$ cat src/rtl/pulse_pkg.sv
// Shared constants and types for the multi-channel pulse generator.
package pulse_pkg;

    localparam logic MODE_ONESHOT = 1'b0;
    localparam logic MODE_RETRIG  = 1'b1;

    typedef enum logic {
        IDLE   = 1'b0,
        ACTIVE = 1'b1
    } state_e;

    // Depth of the trigger synchroniser chain.
    function automatic int unsigned sync_depth();
        return 2;
    endfunction

endpackage

$ cat src/rtl/pulse_chan.sv
// One pulse channel: trigger synchroniser, debounce filter, press-edge detect
// and the IDLE/ACTIVE pulse FSM.
module pulse_chan
    import pulse_pkg::*;
#(
    parameter int unsigned LEN_W           = 16,
    parameter int unsigned DEBOUNCE_CYCLES = 4
) (
    input  logic             clk,
    input  logic             rst_n,
    input  logic             en,
    input  logic             trig_n,
    input  logic             retrig,
    input  logic [LEN_W-1:0] pulse_len,
    input  logic             clr_missed,
    output logic             pulse_out,
    output logic             done,
    output logic             missed
);

    localparam int unsigned SYNC_DEPTH = sync_depth();
    localparam int unsigned DB_W       = (DEBOUNCE_CYCLES > 1) ? $clog2(DEBOUNCE_CYCLES) : 1;
    localparam logic [DB_W-1:0] DB_LAST = DB_W'(DEBOUNCE_CYCLES - 1);

    logic [SYNC_DEPTH-1:0] sync_q;
    logic                  s2_c;
    logic [DB_W-1:0]       db_cnt_q;
    logic                  filt_q;
    logic                  filt_dly_q;
    logic                  event_c;

    state_e                state_q, state_d;
    logic [LEN_W-1:0]      cnt_q, cnt_d;
    logic                  pulse_d, done_d, missed_d;
    logic                  miss_set_c, reload_c, len_ok_c;

    // Synchroniser resets to the released level so reset exit is never a press.
    always_ff @(posedge clk or negedge rst_n) begin
        if (!rst_n) begin
            sync_q <= '1;
        end else begin
            sync_q <= {sync_q[SYNC_DEPTH-2:0], trig_n};
        end
    end

    assign s2_c = sync_q[SYNC_DEPTH-1];

    // Level is accepted once the synchronised input disagrees for DEBOUNCE_CYCLES samples.
    always_ff @(posedge clk or negedge rst_n) begin
        if (!rst_n) begin
            db_cnt_q   <= '0;
            filt_q     <= 1'b1;
            filt_dly_q <= 1'b1;
        end else begin
            filt_dly_q <= filt_q;
            if (s2_c == filt_q) begin
                db_cnt_q <= '0;
            end else if (db_cnt_q == DB_LAST) begin
                filt_q   <= s2_c;
                db_cnt_q <= '0;
            end else begin
                db_cnt_q <= db_cnt_q + DB_W'(1);
            end
        end
    end

    assign event_c  = en & filt_dly_q & ~filt_q;
    assign len_ok_c = (pulse_len != '0);

    always_ff @(posedge clk or negedge rst_n) begin
        if (!rst_n) begin
            state_q   <= IDLE;
            cnt_q     <= '0;
            pulse_out <= 1'b0;
            done      <= 1'b0;
            missed    <= 1'b0;
        end else begin
            state_q   <= state_d;
            cnt_q     <= cnt_d;
            pulse_out <= pulse_d;
            done      <= done_d;
            missed    <= missed_d;
        end
    end

    always_comb begin
        state_d    = state_q;
        cnt_d      = cnt_q;
        pulse_d    = pulse_out;
        done_d     = 1'b0;
        miss_set_c = 1'b0;
        reload_c   = 1'b0;

        case (retrig)
            MODE_RETRIG:  reload_c = event_c & len_ok_c;
            MODE_ONESHOT: reload_c = 1'b0;
        endcase

        if (!en) begin
            state_d = IDLE;
            cnt_d   = '0;
            pulse_d = 1'b0;
        end else begin
            case (state_q)
                IDLE: begin
                    if (event_c && len_ok_c) begin
                        state_d = ACTIVE;
                        cnt_d   = pulse_len - LEN_W'(1);
                        pulse_d = 1'b1;
                    end else if (event_c) begin
                        miss_set_c = 1'b1;
                    end
                end
                ACTIVE: begin
                    // A reload beats expiry in the same cycle, so no done strobe.
                    if (reload_c) begin
                        cnt_d = pulse_len - LEN_W'(1);
                    end else begin
                        miss_set_c = event_c;
                        if (cnt_q == '0) begin
                            state_d = IDLE;
                            pulse_d = 1'b0;
                            done_d  = 1'b1;
                        end else begin
                            cnt_d = cnt_q - LEN_W'(1);
                        end
                    end
                end
            endcase
        end

        missed_d = miss_set_c | (missed & ~clr_missed);
    end

endmodule

$ cat src/rtl/pulse_gen_mc.sv
// Multi-channel one-shot pulse generator: one pulse_chan per trigger input.
module pulse_gen_mc
    import pulse_pkg::*;
#(
    parameter int unsigned N_CH            = 2,
    parameter int unsigned LEN_W           = 16,
    parameter int unsigned DEBOUNCE_CYCLES = 4
) (
    input  logic                  clk,
    input  logic                  rst_n,
    input  logic [N_CH-1:0]       en,
    input  logic [N_CH-1:0]       trig_n,
    input  logic [N_CH-1:0]       retrig,
    input  logic [N_CH*LEN_W-1:0] pulse_len,
    input  logic                  clr_missed,
    output logic [N_CH-1:0]       pulse_out,
    output logic [N_CH-1:0]       done,
    output logic [N_CH-1:0]       missed
);

    for (genvar i = 0; i < int'(N_CH); i++) begin : g_chan
        pulse_chan #(
            .LEN_W           (LEN_W),
            .DEBOUNCE_CYCLES (DEBOUNCE_CYCLES)
        ) u_chan (
            .clk        (clk),
            .rst_n      (rst_n),
            .en         (en[i]),
            .trig_n     (trig_n[i]),
            .retrig     (retrig[i]),
            .pulse_len  (pulse_len[i*LEN_W +: LEN_W]),
            .clr_missed (clr_missed),
            .pulse_out  (pulse_out[i]),
            .done       (done[i]),
            .missed     (missed[i])
        );
    end

endmodule

$ cat config.mk
export PLATFORM = sky130hd
export DESIGN_NAME = pulse_gen_mc
export DESIGN_NICKNAME = d
export VERILOG_FILES = /design/src/rtl/pulse_pkg.sv /design/src/rtl/pulse_chan.sv /design/src/rtl/pulse_gen_mc.sv
export SDC_FILE = /design/constraint.sdc
export NUM_CORES = 1
export LEC_CHECK = 0
export BUFFER_PORTS_ARGS = -buffer_cell sky130_fd_sc_hd__clkbuf_2
export CAP_MARGIN = 20
export CORE_MARGIN = 2
export CORE_UTILIZATION = 45
export CTS_CLUSTER_DIAMETER = 80
export DETAILED_ROUTE_END_ITERATION = 6
export PLACE_DENSITY_LB_ADDON = 0.2
export SYNTH_ARGS = -nofsm -noshare
export SYNTH_HDL_FRONTEND = slang
export SYNTH_SLANG_ARGS = --single-unit
$ cat constraint.sdc
create_clock -name clk -period 2.6 [get_ports clk]
set_input_delay 0 -clock clk [delete_from_list [all_inputs] [get_ports clk]]
set_output_delay 0 -clock clk [all_outputs]
set_load 0.02 [all_outputs]
After elaboration in Yosys (flattened, before gate mapping)
Cells that the tools add are included.
{"block": "totals", "in_bits": 41, "output_inout_bits": 6, "register_bits": 52, "wordCells": 121}
{"block": "op_classes", "eq_ne": 12, "n_mux": 54, "n_reduce_logical": 12, "n_bitwise": 19, "add_sub_neg": 6}
{"cell": "two-way mux 16 bit", "count": 8}
{"cell": "case mux 16 bit (2 select lines)", "count": 2}
{"cell": "subtractor 16 x 1 -> 16 bit (second input constant)", "count": 4}
{"cell": "zero test 16 bit", "count": 2}
{"cell": "two-way mux 1 bit", "count": 32}
{"cell": "nonzero test 16 bit", "count": 2}
{"cell": "case mux 1 bit (2 select lines)", "count": 8}
{"cell": "!= test 3 bit (second input constant)", "count": 4}
{"cell": "inverter 1 bit", "count": 9}
{"cell": "bitwise AND 1 bit", "count": 8}
{"cell": "two-way mux 2 bit", "count": 4}
{"cell": "!= test 4 bit (second input constant)", "count": 2}
{"cell": "AND reduction 2 bit", "count": 4}
{"cell": "!= test 3 x 2 -> 1 bit (second input constant)", "count": 2}
{"cell": "AND reduction 3 bit", "count": 2}
{"cell": "adder 2 x 1 -> 2 bit (second input constant)", "count": 2}
{"cell": "== test 2 bit (second input constant)", "count": 2}
{"cell": "== test 1 bit", "count": 2}
{"cell": "logical AND 1 bit", "count": 2}
{"cell": "bitwise OR 1 bit", "count": 2}

Longest topological paths before layout
Gate-level depths: netlist of the first run.
{"block": "depth", "ltp_word": 8, "mapped_depth": 10, "mapped_depth_nobuf": 10}

Hierarchy
From an unflattened synthesis of the first run, not the netlist that was laid out.
{"block": "hier_totals", "cells_unflattened": 412, "hier_area_um2": 3672.3}
{"module": "pulse_chan (g_chan[1].u_chan)", "cells_per_inst": 207, "instances": 1, "area_each_um2": 1854.3, "seq_area_each_um2": 655.6}
{"module": "pulse_chan (g_chan[0].u_chan)", "cells_per_inst": 205, "instances": 1, "area_each_um2": 1818.0, "seq_area_each_um2": 655.6}

Worst setup path after synthesis of the first run
OpenSTA, ideal clock, no wires.
{"block": "synth_path", "kind": "register to register", "startpoint": "register g_chan[1].u_chan.cnt_q[0]", "endpoint": "register g_chan[1].u_chan.cnt_q[11]", "t_arrival_ns": 1.854, "stages_incl_launch_ff": 9, "path_slack_ns": 0.624, "n_path_buf": 1, "setup_ns": 0.122, "cell_sequence": "dfrtp_1 inv_1 ha_1 nor4b_4 nand2_1 nor2_2 a32oi_2 buf_4 a32o_1"}
{"block": "synth_via", "elab_chain_len": 5, "elab_cells_between_ends": 8}
{"element": "from (decl)", "line": "pulse_chan.sv:33", "rtl": "logic [LEN_W-1:0] cnt_q, cnt_d;"}
{"element": "from (signal assigned)", "line": "pulse_chan.sv:79", "rtl": "cnt_q <= cnt_d;"}
{"element": "subtractor 16 x 1 -> 16 bit", "line": "pulse_chan.sv:125", "rtl": "cnt_d = cnt_q - LEN_W'(1);"}
{"element": "two-way mux 16 bit", "line": "pulse_chan.sv:120", "rtl": "if (cnt_q == '0) begin"}
{"element": "two-way mux 16 bit", "line": "pulse_chan.sv:116", "rtl": "if (reload_c) begin"}
{"element": "case mux 16 bit (2 select lines)", "line": "pulse_chan.sv:104", "rtl": "case (state_q)"}
{"element": "two-way mux 16 bit", "line": "pulse_chan.sv:99", "rtl": "if (!en) begin"}
Parallel ways exist; a longest one is shown, timed or not. The select of a mux whose other input is x is not followed.
A chain may end at the register's enable or synchronous reset.

Worst setup path after layout of the first run
{"block": "layout_path", "startpoint": "register g_chan[1].u_chan.cnt_q[0]", "endpoint": "register g_chan[1].u_chan.cnt_q[4]"}
Same word-level chain as after synthesis.

==> out/metrics.cfg, run 1 <==
[clock_network]
cts_sinks = 52
ctsResizeCount = 0
clockBufferDepth = 2
numCtsBuffers = 5
root_buffer = clkbuf_8
cts_tree = built
htreeDepth = 2
cts_hold_buf = 4
clock_latency_ps = 300
cts_setup_buffers = 0
cts.clk_slew.worst_paths_ps = 100

[route]
wl_mm = 8.64
vias = 3156
drt_iter0_markers = 75
first_pass_iters = 4
drtAntennaViolNets = 0
avgRoutedWirePerCell_um = 15.8
vias_per_cell = 5.79
drcViolationCount = 0

[run]
max-cap-violations = 0

[placement]
dp_hpwl_mm = 6.57
portBuffers = 46
gp_congestion = 0.860
placed_cells = 532

[setup_path]
crit_top_cell = nand2_1
start_kind = flop
crit_family = compound AO/OA/AOI/OAI gates
crit_fanout = 17
slowest_delay_ps = 730
worstPathArrival_ps = 2550
cp_slowest_cell = a32oi_2
required_ps = 2850
crit_chain = inv_1 -> ha_1 -> nor4b_4 -> nand2_1 -> nor2_2 -> a32oi_2 -> o211ai_1 -> nand2_1
critPathKind = reg -> reg
cp-end-kind = flop
path_buf_inv = 1

[sta]
relSlewSlack_pct = 42.7
finalMaxSlewViolations = 0
rsz0062_at_grt = false
clock.fmax_mhz = 434
setup_violations = 0
hold_viol_final = 0
finClkSkew_ps = 6.75
whs_ps = 48.4
fin_crit_sh_pct = 88.6
setup_tns_ps = 0
finalCriticalPeriod_ps = 2300
worst_slew_pin_slew_ps = 859

[floorplan]
die_x_um = 93.1
pin_count = 47
initial_core_util_pct = 46.4
rows = 32
fp.coreArea_um2 = 7690
die_y_um = 93.1
die_area_um2 = 8660

[logic_synthesis]
syn_area_um2 = 3570
yosysWarnings = 0
yosys.cell_types.count = 63
syn_inst = 394
yosysTopAreaCellShare_pct = 30.8
async_flop_share_pct = 100
ys_ff_latch = 52
syn_nets = 441
yosysSeqAreaShare_pct = 36.7
yosys.area.top_type = dfrtp_1
synth_edf_count = 0
synth_flop_cell = dfrtp_1
synth_area_per_cell_um2 = 9.06
ys_top_cells_by_area = dfrtp_1 (31%), dfstp_2 (5.9%), o21ai_0 (4.6%)

[pwr]
vdd_drop_max_mv = 0.371
powerDensity_nw_per_um2 = 786
p_leak_nw = 1.70
fin_total_pwr_mw = 3.19

[global_route]
antenna_found_initial = 0
grt_usage_pct = 21.0
grt_max_degree = 41
grt_pass1_vias = 3139
grt.overflow.total = 0
grt_pass1_wl_mm = 14.6

[worst_hold_path]
min_path_type = in -> reg

[final_layout]
syn_to_final_growth_pct = 13.7
drive_gt1_share_pct = 22.3
final_nets = 489
layoutNonFillerInstCount = 545
n_fill_cell = 746
diodes = 0

[outcome]
run_status = complete, no violations

-- tightest hold or removal path: stages --
cell and delay [ps]:
clkbuf_2 120, a21oi_1 140, a31oi_1 50
-- cell usage in the layout (no fill, tap or decap), types with 5 or more instances in the layout --
cell type and n:
a21oi_1 16, a22o_1 6, a32o_1 11, buf_4 8, clkbuf_2 46, clkbuf_8 6, dfrtp_1 44, dfstp_2 8
ha_1 6, inv_1 14, nand2_1 37, nand2b_1 6, nand3_1 13, nand4_1 7, nor2_1 25, nor2b_1 6
nor3_1 20, nor4_1 11, o211ai_1 7, o21ai_0 33, o21ai_1 6, o2bb2ai_1 5, o31ai_1 5, xnor2_1 15
xor2_1 10
-- state kept, by name, summed over array words and instances (netlist names) --
name and count:
g_chan.u_chan.db_cnt_q 4, g_chan.u_chan.done 2, g_chan.u_chan.cnt_q 32, g_chan.u_chan.sync_q 4, g_chan.u_chan.filt_dly_q 2, g_chan.u_chan.filt_q 2, g_chan.u_chan.state_q 2, g_chan.u_chan.pulse_out 2
g_chan.u_chan.missed 2
-- stage by stage --
step | worst slack (ps) | util, % | instance area [um2]
final | 296 | 52.8 | 4060
after detailed placement | 337 | 50.4 | 3880
after global routing | 116 | 52.8 | 4060
after floorplan | 624 | - | 3570
after global placement | 376 | 50.4 | 3880
after CTS | 317 | 52.5 | 4040
-- power breakdown --
part | switching, mW | leakage (nW) | internal, mW
Combinational | 0.798 | 0.967 | 0.562
Clock | 0.269 | 0.0614 | 0.315
Sequential | 0.207 | 0.666 | 1.04
Total | 1.27 | 1.70 | 1.92
-- worst paths after layout --
path,start,to,slack [ps],cells after the start
worst max-delay path,g_chan[1].u_chan.cnt_q[0]$_DFFE_PN0P_,g_chan[1].u_chan.cnt_q[4]$_DFFE_PN0P_,300,8
worst min-delay path,en[1],g_chan[1].u_chan.pulse_out$_DFFE_PN0P_,50,3
worst max register to register,g_chan[1].u_chan.cnt_q[0]$_DFFE_PN0P_,g_chan[1].u_chan.cnt_q[4]$_DFFE_PN0P_,300,8
worst min register to register,g_chan[1].u_chan.sync_q[0]$_DFF_PN1_,g_chan[1].u_chan.sync_q[1]$_DFF_PN1_,360,0
max in group asynchronous,rst_n,g_chan[0].u_chan.filt_dly_q$_DFF_PN1_,2020,3
min in group asynchronous,rst_n,g_chan[1].u_chan.cnt_q[2]$_DFFE_PN0P_,60,2
-- synthesized netlist by cell type, types with 7 or more instances --
| cell type | number |
|---|---|
| a21oi_1 | 16 |
| a32o_1 | 11 |
| buf_4 | 9 |
| dfrtp_1 | 44 |
| dfstp_2 | 8 |
| inv_1 | 14 |
| nand2_1 | 37 |
| nand3_1 | 13 |
| nand4_1 | 7 |
| nor2_1 | 25 |
| nor3_1 | 20 |
| nor4_1 | 11 |
| o211ai_1 | 7 |
| o21ai_0 | 33 |
| xnor2_1 | 15 |
| xor2_1 | 10 |
-- per-layer routing --
metal  share of wire (%)  global-route usage, %
met2                  51                   38.4
met5                   0                      0
met4                 1.6                   6.13
met3                 3.1                   3.14
met1                  44                   25.4
-- cell families after synthesis --
group,after synthesis,synth area share [%]
AND/OR/NAND/NOR,167,28.0
AO/OA/AOI/OAI,104,20.0
adder cells (fa/ha/maj),6,2.10
multiplexers,6,1.79
buffers and inverters,34,5.22
XOR/XNOR,25,6.13
flip-flops,52,36.7
-- area by class of cell --
type                       instances  area [um2]  share of cell area, %
sequential                        52        1310                   32.3
clock inverter                     2        38.8                  0.956
timing repair buffer              60         370                   9.12
multi-input combinational        308        2070                   51.0
inverter                          15        56.3                   1.39
clock buffer                       6        82.6                   2.03
tap                              102         128                   3.14
No activity file was read; power rests on OpenSTA's default activity.
==> run 2, diff against run 1 <==
Settings changed: CORE_ASPECT_RATIO from default to 0.8, SKIP_CTS_REPAIR_TIMING from default to 1.
==> out/metrics.cfg, run 2 (same netlist as run 1, synthesis figures left out) <==
[placement]
dp_slack_ps = 388  ; was 337 ps
dp_hpwl_mm = 6.75  ; was 6.57 mm
gp_congestion = 0.987  ; was 0.860
placed_area_um2 = 3920  ; was 3880 um2
placed_cells = 542  ; was 532
portBuffers = 46  ; unchanged

[sta]
clock.fmax_mhz = 442  ; was 434 MHz
fin_ws_ps = 338  ; was 296 ps
fin_crit_sh_pct = 87.0  ; was 88.6%
hold_viol_final = 0  ; unchanged
finalMaxSlewViolations = 0  ; unchanged
worst_slew_pin_slew_ps = 900  ; was 859 ps
setup_violations = 0  ; unchanged
relSlewSlack_pct = 40.0  ; was 42.7%
rsz0062_at_grt = false  ; unchanged
setup_tns_ps = 0  ; unchanged
finClkSkew_ps = 10.1  ; was 6.75 ps
finalCriticalPeriod_ps = 2260  ; was 2300 ps

[final_layout]
drive_gt1_share_pct = 23.0  ; was 22.3%
largest_register_ff_count = 32  ; unchanged
layoutNonFillerInstCount = 555  ; was 545
n_fill_cell = 717  ; was 746
multi_input_area_um2 = 2070  ; unchanged
top_register = g_chan.u_chan.cnt_q  ; unchanged
seq_area_um2 = 1310  ; unchanged
final_nets = 493  ; was 489
reg_top3 = g_chan.u_chan.cnt_q x32, g_chan.u_chan.db_cnt_q x4, g_chan.u_chan.sync_q x4  ; unchanged
finish.instance_area_um2 = 4090  ; was 4060 um2
syn_to_final_growth_pct = 14.5  ; was 13.7%
final_util_pct = 52.4  ; was 52.8%
diodes = 0  ; unchanged
final_cell_mix = clkbuf_2 (46), dfrtp_1 (44), nand2_1 (37), o21ai_0 (33), nor2_1 (25)  ; unchanged
final_common_cell = clkbuf_2  ; unchanged

[floorplan]
initial_core_util_pct = 45.8  ; was 46.4%
pin_count = 47  ; unchanged
rows = 29  ; was 32
die_y_um = 83.7  ; was 93.1 um
fp.coreArea_um2 = 7800  ; was 7690 um2
die_x_um = 104  ; was 93.1 um
die_area_um2 = 8670  ; was 8660 um2

[setup_path]
start_kind = flop  ; unchanged
cp-end-kind = flop  ; unchanged
required_ps = 2790  ; was 2850 ps
worstPathArrival_ps = 2450  ; was 2550 ps
crit_fanout = 17  ; unchanged
critPathKind = reg -> reg  ; unchanged

[pwr]
vdd_drop_max_mv = 0.494  ; was 0.371 mV
powerDensity_nw_per_um2 = 796  ; was 786 nW/um2
seq_power_share_pct = 38.5  ; was 39.1%
p_int_mw = 1.92  ; about the same
pwr-share-clk_pct = 17.3  ; was 18.3%
power.switching_mw = 1.33  ; was 1.27 mW
p_leak_nw = 1.71  ; was 1.70 nW
power_frac_comb_pct = 44.2  ; was 42.6%
switching_share_pct = 40.8  ; was 40.0%

[global_route]
grt_util_met1_pct = 33.4  ; was 25.4%
grt_max_degree = 45  ; was 41
grt_pass1_wl_mm = 14.8  ; was 14.6 mm
antenna_found_initial = 0  ; unchanged
grt_usage_pct = 20.8  ; was 21.0%
grtUsageMet2_pct = 30.0  ; was 38.4%
grt_pass1_vias = 3006  ; was 3139
use_met3_pct = 2.97  ; was 3.14%
busiest_layer = met1  ; was met2
grt.overflow.total = 0  ; unchanged

[clock_network]
clock_latency_ps = 310  ; was 300 ps
root_buffer = clkbuf_8  ; unchanged
clockBufferDepth = 2  ; unchanged
cts_sinks = 52  ; unchanged
cts_tree = built  ; unchanged
cts.clk_slew.worst_paths_ps = 100  ; about the same
numCtsBuffers = 5  ; unchanged
htreeDepth = 2  ; unchanged

[outcome]
run_status = complete, no violations  ; unchanged

[route]
drt_iter0_markers = 218  ; was 75
avgRoutedWirePerCell_um = 16.0  ; was 15.8 um
drcViolationCount = 0  ; unchanged
wl_mm = 8.87  ; was 8.64 mm
vias_per_cell = 5.90  ; was 5.79
vias = 3275  ; was 3156
drtAntennaViolNets = 0  ; unchanged
first_pass_iters = 4  ; unchanged

[worst_hold_path]
min_path_type = in -> reg  ; unchanged

[run]
max-cap-violations = 0  ; unchanged

-- run 2: cell count changes in the layout (fill, tap and decap cells not counted), sizes merged --
cell	delta
clkbuf	-1
clkinvlp	+1
buf	+4
-- run 2: worst paths after layout --
| check | startpoint | to | slack, ps | cells after the start |
|---|---|---|---|---|
| setup / recovery | g_chan[1].u_chan.cnt_q[0]$_DFFE_PN0P_ | g_chan[1].u_chan.cnt_q[12]$_DFFE_PN0P_ | 340 | 7 |
| hold / removal | en[1] | g_chan[1].u_chan.pulse_out$_DFFE_PN0P_ | 40 | 3 |
| setup reg to reg | g_chan[1].u_chan.cnt_q[0]$_DFFE_PN0P_ | g_chan[1].u_chan.cnt_q[12]$_DFFE_PN0P_ | 340 | 7 |
| hold reg to reg | g_chan[1].u_chan.sync_q[0]$_DFF_PN1_ | g_chan[1].u_chan.sync_q[1]$_DFF_PN1_ | 360 | 0 |
| max in group asynchronous | rst_n | g_chan[1].u_chan.cnt_q[9]$_DFFE_PN0P_ | 1870 | 4 |
| min in group asynchronous | rst_n | g_chan[0].u_chan.cnt_q[7]$_DFFE_PN0P_ | 60 | 2 |
-- run 2: worst max-delay path, cell delays in order (launching register included) --
cell     delay (ps)
dfrtp_1         430
inv_1            70
ha_1            190
nor4b_4         290
nand2_1         170
nor2_2          250
a32oi_2         390
a32o_1          350
-- run 2: area by class of cell --
class,count,area share [%]
well taps,108,3.31
repair buffers,64,9.80
inverters,15,1.38
clock inverters,3,1.04
flip-flops and latches,52,32.1
multi-input cells,308,50.7
clock buffers,5,1.68
-- run 2: per-stage QoR --
step / hold WS (ps) / total power [mW]
6_report: 40.9 / 3.25
5_1_grt: 65.1 / 3.50
4_1_cts: -239 / 3.25
3_5_place_dp: 89.3 / 2.68
3_3_place_gp: 88.3 / 2.66
2_1_floorplan: -296 / 2.25
-- run 2: power groups by stage --
stage	logic [mW]	clock network [mW]	registers, mW
2_1_floorplan	1.05	0	1.20
3_5_place_dp	1.41	0	1.26
6_report	1.44	0.563	1.25
3_3_place_gp	1.40	0	1.26
5_1_grt	1.60	0.611	1.28
4_1_cts	1.42	0.576	1.25
-- run 2: routing by layer --
metal | wire length [um] | part of all wire, % | up-vias
met5 | 0 | 0 | -
li1 | - | - | 1574
met1 | 4630 | 52 | 1611
met2 | 3820 | 43 | 86
met3 | 394 | 4.4 | 4
met4 | 29 | 0.33 | 0
